==> config.mk <==
export PLATFORM = sky130hd
export DESIGN_NAME = move_controller
export DESIGN_NICKNAME = d
export VERILOG_FILES = /design/src/rtl/move_controller.sv
export SDC_FILE = /design/constraint.sdc
export NUM_CORES = 1
export LEC_CHECK = 0
export ABC_CLOCK_PERIOD_IN_PS = 2300
export CORE_UTILIZATION = 55
export CTS_BUF_LIST = sky130_fd_sc_hd__clkbuf_8
export DETAILED_ROUTE_END_ITERATION = 8
export GPL_ROUTABILITY_DRIVEN = 0
export HOLD_SLACK_MARGIN = 0.15
export PLACE_DENSITY = 0.8
export RECOVER_POWER = 25
export SETUP_SLACK_MARGIN = 0.4
export SLEW_MARGIN = 20
export SYNTH_ARGS = -nofsm -noshare
export SYNTH_HDL_FRONTEND = slang
export SYNTH_SLANG_ARGS = --single-unit
==> constraint.sdc <==
create_clock -name clk -period 2.3 [get_ports clk]
set_clock_uncertainty 0.05 [all_clocks]
set_input_delay 0.69 -clock clk [delete_from_list [all_inputs] [get_ports clk]]
set_output_delay 0.69 -clock clk [all_outputs]
set_load 0.02 [all_outputs]
==> src/rtl/move_controller.sv <==
// Tic-tac-toe move controller: debounces the place button, validates the selected cell,
// owns the board and alternates turns. Optional one-level undo via `MOVE_CONTROLLER_UNDO_EN`.
module move_controller #(
    parameter int unsigned DEBOUNCE_CYCLES = 1000000,
    parameter logic [1:0]  FIRST_PLAYER    = 2'b01
) (
    input  logic       clk,
    input  logic       reset,
    input  logic       btn_place,
    input  logic       btn_undo,
    input  logic [3:0] sel,
    input  logic [1:0] win,
    output logic [1:0] pos1,
    output logic [1:0] pos2,
    output logic [1:0] pos3,
    output logic [1:0] pos4,
    output logic [1:0] pos5,
    output logic [1:0] pos6,
    output logic [1:0] pos7,
    output logic [1:0] pos8,
    output logic [1:0] pos9,
    output logic [1:0] turn,
    output logic [3:0] move_count,
    output logic       err
);

    localparam int unsigned   DB_W    = $clog2(DEBOUNCE_CYCLES + 1);
    localparam logic [DB_W-1:0] DB_LAST = DB_W'(DEBOUNCE_CYCLES - 1);
    localparam int unsigned   CELL_W  = 4;

    typedef enum logic [1:0] {
        IDLE         = 2'd0,
        EVAL         = 2'd1,
        WAIT_RELEASE = 2'd2,
        LOCKED       = 2'd3
    } state_t;

    state_t             state;
    logic [8:0][1:0]    board;

    // Place button: 2-flop synchronizer followed by a stable-sample debouncer
    logic               place_s1;
    logic               place_s2;
    logic               place_level;
    logic [DB_W-1:0]    place_cnt;
    logic               place_rise_c;

    always_ff @(posedge clk or posedge reset) begin
        if (reset) begin
            place_s1    <= 1'b0;
            place_s2    <= 1'b0;
            place_level <= 1'b0;
            place_cnt   <= '0;
        end else begin
            place_s1 <= btn_place;
            place_s2 <= place_s1;
            if (place_s2 != place_level) begin
                if (place_cnt == DB_LAST) begin
                    place_level <= place_s2;
                    place_cnt   <= '0;
                end else begin
                    place_cnt <= place_cnt + DB_W'(1);
                end
            end else begin
                place_cnt <= '0;
            end
        end
    end

    // Rise is flagged on the cycle the debounced level is about to go high
    assign place_rise_c = place_s2 && !place_level && (place_cnt == DB_LAST);

`ifdef MOVE_CONTROLLER_UNDO_EN
    logic               undo_s1;
    logic               undo_s2;
    logic               undo_level;
    logic [DB_W-1:0]    undo_cnt;
    logic               undo_rise_c;
    logic [CELL_W-1:0]  rec_idx;
    logic               rec_valid;

    always_ff @(posedge clk or posedge reset) begin
        if (reset) begin
            undo_s1    <= 1'b0;
            undo_s2    <= 1'b0;
            undo_level <= 1'b0;
            undo_cnt   <= '0;
        end else begin
            undo_s1 <= btn_undo;
            undo_s2 <= undo_s1;
            if (undo_s2 != undo_level) begin
                if (undo_cnt == DB_LAST) begin
                    undo_level <= undo_s2;
                    undo_cnt   <= '0;
                end else begin
                    undo_cnt <= undo_cnt + DB_W'(1);
                end
            end else begin
                undo_cnt <= '0;
            end
        end
    end

    assign undo_rise_c = undo_s2 && !undo_level && (undo_cnt == DB_LAST);
`else
    logic unused_btn_undo;
    assign unused_btn_undo = btn_undo;
`endif

    // Target cell decode, sampled during EVAL
    logic               sel_ok_c;
    logic [CELL_W-1:0]  cell_idx_c;
    logic               cell_free_c;
    logic [1:0]         other_c;

    always_comb begin
        sel_ok_c    = (sel >= 4'd1) && (sel <= 4'd9);
        cell_idx_c  = CELL_W'(sel - 4'd1);
        cell_free_c = 1'b0;
        if (sel_ok_c) begin
            cell_free_c = (board[cell_idx_c] == 2'b00);
        end
        other_c = (turn == 2'b01) ? 2'b10 : 2'b01;
    end

    always_ff @(posedge clk or posedge reset) begin
        if (reset) begin
            state      <= IDLE;
            board      <= '0;
            turn       <= FIRST_PLAYER;
            move_count <= 4'd0;
            err        <= 1'b0;
`ifdef MOVE_CONTROLLER_UNDO_EN
            rec_idx    <= '0;
            rec_valid  <= 1'b0;
`endif
        end else begin
            case (state)
                IDLE: begin
                    if (win != 2'b00) begin
                        state <= LOCKED;
                    end else if (place_rise_c) begin
                        state <= EVAL;
                    end
`ifdef MOVE_CONTROLLER_UNDO_EN
                    else if (undo_rise_c && rec_valid) begin
                        board[rec_idx] <= 2'b00;
                        turn           <= other_c;
                        move_count     <= move_count - 4'd1;
                        err            <= 1'b0;
                        rec_valid      <= 1'b0;
                    end
`endif
                end
                EVAL: begin
                    if (cell_free_c && (move_count < 4'd9)) begin
                        board[cell_idx_c] <= turn;
                        turn              <= other_c;
                        move_count        <= move_count + 4'd1;
                        err               <= 1'b0;
`ifdef MOVE_CONTROLLER_UNDO_EN
                        rec_idx           <= cell_idx_c;
                        rec_valid         <= 1'b1;
`endif
                    end else begin
                        err <= 1'b1;
                    end
                    state <= WAIT_RELEASE;
                end
                WAIT_RELEASE: begin
                    if (win != 2'b00) begin
                        state <= LOCKED;
                    end else if (!place_level) begin
                        state <= IDLE;
                    end
                end
                LOCKED: begin
                    state <= LOCKED;
                end
                default: begin
                    state <= IDLE;
                end
            endcase
        end
    end

    assign pos1 = board[0];
    assign pos2 = board[1];
    assign pos3 = board[2];
    assign pos4 = board[3];
    assign pos5 = board[4];
    assign pos6 = board[5];
    assign pos7 = board[6];
    assign pos8 = board[7];
    assign pos9 = board[8];

endmodule
==> flow_metrics.tcl <==
set metrics [dict create \
    outcome "complete, but fails checks" \
    violations "negative setup slack" \
    slew_violations 0 \
    dr.pass1.iters 4 \
    htreeDepth 2 \
    syn_avg_cell_area_sq_um 10.89 \
    cp.required_ns 2.45 \
    worstSetupEndpoint "turn[1]" \
    fin_nets 322 \
    crit_arrival_ns 2.51 \
    routedWlPerCell_um 17.50 \
    start_util 0.5825 \
    pin_count 35 \
    leakage_nw 1.633 \
    finalSetupViolations 15 \
    grt_use_total 0.2784 \
    crit_start "sel[0]" \
    multiInputGateArea_sq_um 1450 \
    fp-row-count 24 \
    drt_iter0_markers 236 \
    reg2reg_slack_ns 0.01 \
    cts_inserted_buffers 5 \
    synth.largest_area_cell "dfrtp_1" \
    fin_tns_setup_ns -0.4105 \
    clk_latency_ns 0.31 \
    cap_violations 0 \
    cts_tree "done" \
    synth_commonest_cells "dfrtp_1 (49), nor2_1 (34), mux2_2 (20)" \
    maxSlewHeadroom 0.5510 \
    grt_max_degree 24 \
    synth-main-ff-cell "dfrtp_1" \
    synth-edff-count 0 \
    seq_area_frac_synth 0.4871 \
    internal_power_mw 1.382 \
    clock-root-buffer "clkbuf_8" \
    yosys-top-cells-area "dfrtp_1 (48%), mux2_2 (8.8%), xnor2_1 (5.8%), nor2_1 (5.0%), ha_1 (4.4%)" \
    grt_pass1_vias 2128 \
    fp.dieW_um 70.38 \
    die_h_um 70.38 \
    drive_gt1_frac 0.3322 \
    worst_setup_path_start_kind "primary input" \
    grt_pass1_wl_um 10410 \
    clockBufferDepth 2 \
    io_buffers 33 \
    vias 2070 \
    endpoint_kind "flop" \
    antenna_found_initial 0 \
    syn_area_sq_um 2571 \
    wirelength_um 6230 \
    syn_nets 255 \
    fin_util 0.7956 \
    fillCellCount 266 \
    viasPerCell 5.815 \
    rsz0062_at_grt "true" \
    ff_latch_area_sq_um 1252 \
    drcViolationCount 0 \
    core_sq_um 4414 \
    synthArstFlopShare 1.000 \
    switching_share 0.2769 \
    min_period_ns 2.363 \
    worstSetupPathType "in -> reg" \
    die_area_sq_um 4953 \
    max_freq_ghz 0.4233 \
    cts_hold_buf 0 \
    post-route-period-util 1.027 \
    setup_slack_ns -0.06264 \
    dpl.hpwl_um 4122 \
    postRouteAntennaNets 0 \
    worst_pin_slew_ns 0.6698 \
    fin_area_sq_um 3512 \
    hold_violations 0 \
    r2r-start "move_count[0]" \
    r2r_end "turn[1]" \
    synth_top_area_share 0.4769 \
    synth-seq-cells 50 \
    clkPwrFrac 0.322 \
    clock_sinks 50 \
    place_area_sq_um 3194 \
    yosys.cell_types.count 44 \
    totalPowerFinal_mw 1.911 \
    num_antenna_cells 0 \
    min_path_type "reg -> reg" \
    pwr-share-seq 0.486 \
    power_density_nw_per_um2 544.1 \
    yosysMostFrequentCell "dfrtp_1" \
    clkTransAtPathRegs_ns 0.09 \
    worstPathMaxFanout 6 \
    vdd_ir_drop_max_mv 0.4193 \
    overflow 0 \
    power_frac_comb 0.193 \
    netlist_instances 236 \
    reg2regPathDepth 8 \
    dp_slack_ns -0.9617 \
    syn2layout_area_growth_pct 36.59 \
    switchingPower_uw 529.2 \
    yosysWarnings 0 \
]
## stage by stage
stage | cells | hold WS [ns]
2_1_floorplan | 236 | 0.2812
3_3_place_gp | 339 | 0.2842
3_5_place_dp | 339 | 0.2933
4_1_cts | 355 | 0.3133
5_1_grt | 356 | 0.3238
6_report | 356 | 0.3112
## cell usage in the layout, fill, tap and decap left out, drive strengths merged, types with 2 or more instances in the layout
| cell | Yosys | routed |
|---|---|---|
| clkdlybuf4s50 | 0 | 2 |
| xnor2 | 17 | 17 |
| nand2b | 2 | 2 |
| nand3 | 12 | 12 |
| nand4 | 4 | 4 |
| dlygate4sd3 | 0 | 2 |
| or2 | 2 | 2 |
| mux2 | 21 | 21 |
| and4 | 2 | 2 |
| ha | 9 | 9 |
| o211ai | 4 | 4 |
| clkbuf | 2 | 9 |
| dfrtp | 49 | 49 |
| mux4 | 2 | 2 |
| buf | 2 | 33 |
| clkinv | 0 | 2 |
| nand2 | 10 | 10 |
| nor3 | 17 | 17 |
| nor4 | 2 | 2 |
| xor2 | 6 | 6 |
| nor2 | 34 | 34 |
| a221oi | 2 | 2 |
| and3 | 2 | 2 |
| and2 | 3 | 3 |
| dlygate4sd2 | 0 | 22 |
| inv | 17 | 16 |
## sequential cells by signal, indices dropped and copies added, names as in the netlist
register     cells
err              1
move_count       4
place_cnt       20
place_level      1
place_s1         1
place_s2         1
pos1             2
pos2             2
pos3             2
pos4             2
pos5             2
pos6             2
pos7             2
pos8             2
pos9             2
state            2
turn             2
## timing repair
item                                    in CTS  in global routing
gates resized for setup                     73                 15
setup buffers                                8                  1
gates cloned                                 0                  0
pin swaps                                   16                  5
endpoints found under the setup margin      50                 48
## critical path, stage by stage
cell	delay [ns]
buf_6	0.07
buf_8	0.11
inv_12	0.03
ha_4	0.16
or2_4	0.26
o211ai_1	0.23
buf_4	0.19
nand3_4	0.13
o211ai_4	0.30
mux2_4	0.33
## per-layer routing
| layer | vias to the layer above | GRT usage | wire length [um] |
|---|---|---|---|
| met4 | 0 | 0.1689 | 281 |
| met2 | 57 | 0.4476 | 3225 |
| met5 | - | 0 | 0 |
| li1 | 957 | - | - |
| met3 | 24 | 0.05916 | 209 |
| met1 | 1032 | 0.3423 | 2514 |
## power groups by stage
stage | clock network, mW | logic, mW | registers, mW
2_1_floorplan | 0 | 0.135 | 0.975
5_1_grt | 0.664 | 0.395 | 0.932
4_1_cts | 0.625 | 0.345 | 0.927
3_5_place_dp | 0 | 0.324 | 0.945
3_3_place_gp | 0 | 0.319 | 0.943
6_report | 0.615 | 0.368 | 0.928
## final cells by class
type / count / share of cell area
clock inverters: 3 / 0.01140
repair buffers: 64 / 0.1553
multi-input cells: 165 / 0.4129
well taps: 52 / 0.01853
inverters: 17 / 0.02565
clock buffers: 5 / 0.01959
flip-flops and latches: 50 / 0.3566
## cells by family (layout without fill, tap and decap cells)
group,after synthesis,in the layout,share of synthesized area
compound gates,15,15,0.06569
buf+inv,21,89,0.03163
fa+ha+maj,9,9,0.04380
flops,50,50,0.4871
xor+xnor,23,23,0.07834
simple gates,94,94,0.1771
mux,24,24,0.1163
## worst min path at each step
stage / from / endpoint / slack [ns] / cells after the start
after global placement: place_s1 / place_s2 / 0.28 / 0
after detailed placement: place_s1 / place_s2 / 0.29 / 0
after CTS: place_s1 / place_s2 / 0.31 / 0
after floorplan: place_s1 / place_s2 / 0.28 / 0
final: place_s1 / place_s2 / 0.31 / 0
after global routing: place_s1 / place_s2 / 0.32 / 0
Power figures use the tool's default switching activity.
==> patch 1 (same settings) <==
Set the parameter `FIRST_PLAYER` to 2'b00 (it was 2'b01).
--- a/src/rtl/move_controller.sv
+++ b/src/rtl/move_controller.sv
@@ -4,3 +4,3 @@
     parameter int unsigned DEBOUNCE_CYCLES = 1000000,
-    parameter logic [1:0]  FIRST_PLAYER    = 2'b01
+    parameter logic [1:0]  FIRST_PLAYER    = 2'b00
 ) (
Function: changed (Yosys sat finds a counterexample within 4 cycles, from zero or initial values and one cycle with reset high).
==> patch 1 against the unedited design <==
- the run still ends with negative setup slack left
- largest cell class unchanged
- sequential cell count stayed put
- sequential share of layout area is 0.079 points higher
- count of clock-buffer cells in the layout is 1 higher
- power is 6.6% lower
- final area is 0.32% lower
- critical path type unchanged
- maximum frequency is 1.1% higher
- routed wire length is 0.34% higher
- highest routed layer unchanged
- largest power group unchanged
- area after synthesis hardly changed
- clock power is 19% lower
- final cell count is 0.84% lower
- setup slack better by 0.025 ns
==> patch 1: results (changes against the unedited design) <==
routing:
  drt_iter0_drc: 133  # was 236
  viasPerCell: 5.771  # was 5.815
  wl_um: 6251  # was 6230 µm
  met1_length_um: 2704  # was 2514 µm
  dr_wl_met3_um: 188  # was 209 µm
  wire_per_inst_um: 17.71  # was 17.50 µm
  dr_wl_met2_um: 3228  # was 3225 µm
synthesis:
  synthMuxAreaShare: 0.1164  # was 0.1163
  ys_top_cells_by_count: "dfrtp_1 (50), nor2_1 (34), mux2_2 (20)"  # was dfrtp_1 (49), nor2_1 (34), mux2_2 (20)
  syn_area_per_cell_um2: 10.89  # about the same
  synthAdderAreaFrac: 0.04382  # was 0.04380
  synthTopCellsByArea: "dfrtp_1 (49%), mux2_2 (8.8%), xnor2_1 (5.8%), nor2_1 (5.0%), ha_1 (4.4%)"  # was dfrtp_1 (48%), mux2_2 (8.8%), xnor2_1 (5.8%), nor2_1 (5.0%), ha_1 (4.4%)
  synthDistinctLibCells: 43  # was 44
  synth_seq_area_share: 0.4869  # was 0.4871
final_layout:
  final_layout_size_suffix_gt1_frac: 0.3090  # was 0.3322
  final_nets: 321  # was 322
global_route:
  grt_first_pass_wirelength_um: 9694  # was 10410 µm
  gr-usage-met1: 0.3314  # was 0.3423
  grt_pass1_vias: 2043  # was 2128
  grt_use_total: 0.2561  # was 0.2784
  met3_usage: 0.05195  # was 0.05916
  grt_max_degree: 51  # was 24
sta:
  finalSetupViolCount: 6  # was 15
  layout_setup_ws_ns: -0.03733  # was -0.06264 ns
  worstMarginPinSlew_ns: 1.205  # was 0.6698 ns
place:
  dp_hpwl_um: 3837  # was 4122 µm
  dpl_cell_area_um2: 3213  # was 3194 µm²
  post-place-cells: 340  # was 339
setup_path:
  cp.arrival_ns: 2.48  # was 2.51 ns
power_and_ir_drop:
  leakage_nw: 1.608  # was 1.633 nW
  p_int_mw: 1.286  # was 1.382 mW
outcome:
  violations: "negative setup slack"  # unchanged
  status: "finished with violations"  # unchanged
==> patch 1: power by group through the flow <==
stage	logic [mW]	clock network, mW	registers (mW)
floorplan	0.135	0	0.973
finish	0.359	0.500	0.925
global placement	0.322	0	0.941
CTS	0.343	0.516	0.924
detailed placement	0.329	0	0.943
global route	0.384	0.556	0.928
==> patch 1: metrics by stage <==
stage	setup WS (ns)	setup TNS [ns]	util
2_1_floorplan	-0.06031	-0.7982	-
3_3_place_gp	-0.8603	-19.08	0.7279
3_5_place_dp	-0.9162	-20.12	0.7279
4_1_cts	0.02883	0	0.7834
5_1_grt	-0.06547	-0.5356	0.7931
6_report	-0.03733	-0.1565	0.7931
==> patch 1: final timing paths <==
check / startpoint / to / slack, ns / cells past startpoint
min in group asynchronous: reset / place_s2 / 1.10 / 3
max in group asynchronous: reset / pos4[0] / 0.37 / 3
hold / removal: place_s1 / place_s2 / 0.31 / 0
hold reg to reg: place_s1 / place_s2 / 0.31 / 0
setup reg to reg: move_count[0] / pos5[0] / 0.08 / 8
setup / recovery: sel[0] / move_count[1] / -0.04 / 10
==> patch 1: critical path, cell delays in order <==
cell and delay, ns:
buf_6 0.07, buf_8 0.11, inv_12 0.04, ha_4 0.16
or2_4 0.25, o211ai_1 0.20, buf_4 0.17, nand3_4 0.15
o211ai_4 0.30, mux2_4 0.33
==> patch 1: cell type report <==
cell class,instances,area (µm²)
multi-input combinational,166,1478
inverter,17,92.59
sequential,50,1251
timing repair buffer,62,531.8
tap,52,65.06
fill,257,913.4
clock buffer,6,82.58
==> patch 1: repair_timing <==
| action | 4_1_cts | 5_1_grt |
|---|---|---|
| setup buffers | 4 | 2 |
| pin swaps | 13 | 10 |
| setup endpoints to repair | 50 | 47 |
| gates cloned | 0 | 1 |
| gates resized for setup | 73 | 11 |
==> patch 2 (config.mk and constraints unchanged) <==
Without the edit above. Put a register stage on the output `pos9`, without a reset. The value now appears one clock later. The other outputs are not delayed to match.
--- a/src/rtl/move_controller.sv
+++ b/src/rtl/move_controller.sv
@@ -194,3 +194,5 @@
     assign pos8 = board[7];
-    assign pos9 = board[8];
+    always_ff @(posedge clk) begin
+        pos9 <= board[8];
+    end
 
Check against the original RTL: no difference found for any inputs over 10 cycles, from zero or initial values and one cycle with reset high; that may be too few to reach the edited logic, so the function may still have changed.
==> patch 2 against the unedited design <==
- critical path depth grew 1
- setup slack gained 0.11 ns
- sequential cell count grew 2
- routed wire length grew 7.2%
- area after synthesis grew 12%
- combinational power shrank 33%
- via count grew 2.3%
- global-route usage shrank 2.4 points
- critical endpoint is now pos4[1]
- largest power group unchanged
- sequential power is essentially flat
- core utilization shrank 1.6 points
- power shrank 9.9%
- final area grew 8.4%
==> patch 2: results (changes against the unedited design) <==
final_layout:
  clk_share: 0.02465  # was 0.03099
  final_layout_size_suffix_gt1_frac: 0.3633  # was 0.3322
  inverters: 15  # was 17
  syn_to_final_growth_pct: 32.49  # was 36.59%
  nFillCells: 310  # was 266
  clkbuf_count: 6  # was 5
  final_nets: 329  # was 322
  multi_input_cells: 167  # was 165
  bufAreaShareNonClock: 0.1713  # was 0.1553
  seq_share: 0.3399  # was 0.3566
  n_sequential_cell: 52  # was 50
  multi_input_area_um2: 1610  # was 1450 µm²
power_and_ir_drop:
  leakage_nw: 1.708  # was 1.633 nW
  peakVddDrop_v: 0.0004359  # was 0.0004193 V
global_route:
  grt_use_total: 0.2544  # was 0.2784
  grt_first_pass_wirelength_um: 10320  # was 10410 µm
  grt_max_degree: 37  # was 24
  met3_usage: 0.04065  # was 0.05916
  grt_pass1_vias: 2128  # unchanged
  grt_util_met2: 0.4131  # was 0.4476
  gr-usage-met1: 0.3425  # was 0.3423
outcome:
  status: "finished, final reports clean"  # was finished with violations
synthesis:
  synthDistinctLibCells: 55  # was 44
  synthesis.nets: 276  # was 255
  synthTopCellsByArea: "dfrtp_1 (43%), nor2_1 (4.4%), buf_4 (4.2%), xnor2_1 (4.0%), ha_1 (3.9%)"  # was dfrtp_1 (48%), mux2_2 (8.8%), xnor2_1 (5.8%), nor2_1 (5.0%), ha_1 (4.4%)
  ys_warn_count: 0  # unchanged
  synthCells: 257  # was 236
  synth_compound_area_frac: 0.06882  # was 0.06569
  synthArstFlopShare: 0.9615  # was 1.000
  synthAdderAreaFrac: 0.03920  # was 0.04380
  synthMuxAreaShare: 0.1041  # was 0.1163
  synth_xor_area_frac: 0.06664  # was 0.07835
  syn_area_um2: 2873  # was 2571 µm²
  synth_seq_area_share: 0.4499  # was 0.4871
routing:
  drt_iter0_drc: 71  # was 236
  wl_um: 6676  # was 6230 µm
  wire_per_inst_um: 17.66  # was 17.50 µm
  dr_wl_met3_um: 237  # was 209 µm
  dr_wl_met2_um: 3300  # was 3225 µm
  met1_length_um: 2942  # was 2514 µm
  viasPerCell: 5.603  # was 5.815
place:
  dpl_cell_area_um2: 3390  # was 3194 µm²
  dp_hpwl_um: 4158  # was 4122 µm
  post-place-cells: 361  # was 339
  dpl_worst_slack_ns: -0.8187  # was -0.9617 ns
setup_path:
  reg2regPathDepth: 9  # was 8
  crit_fanout: 5  # was 6
  cp.arrival_ns: 2.41  # was 2.51 ns
sta:
  slew_headroom: 0.5641  # was 0.5510
  fin_tns_setup_ns: 0  # was -0.4105 ns
clocking:
  post-cts-setup-buffers: 5  # was 8
  ctsResizeCount: 81  # was 73
min_path:
  hold_depth: 0  # unchanged
patch 2: changes by cell type after synthesis, sizes merged, moves of 3 or more:
cell,before,now
nor3,17,12
xnor2,17,13
nor4,2,6
buf,2,21
nand3,12,15
patch 2: worst paths after layout:
path,slack [ns],start,end
hold reg to reg,0.31,place_s1,place_s2
max in group asynchronous,0.42,reset,move_count[3]
setup / recovery,0.05,sel[1],pos4[1]
hold / removal,0.31,place_s1,place_s2
min in group asynchronous,0.83,reset,place_cnt[17]
setup reg to reg,0.07,move_count[0],pos4[1]
patch 2: worst max-delay path, cell delays in order:
cell,delay (ns)
buf_8,0.11
inv_8,0.06
ha_4,0.15
buf_6,0.11
o21bai_4,0.06
a221oi_4,0.28
buf_4,0.18
buf_6,0.11
nand2_8,0.09
nor3_4,0.21
mux2_2,0.36
patch 2: power breakdown:
part | internal (mW) | switching [mW] | leakage, nW
Combinational | 0.109 | 0.139 | 0.973
Clock | 0.241 | 0.305 | 0.0486
Sequential | 0.923 | 0.00566 | 0.686
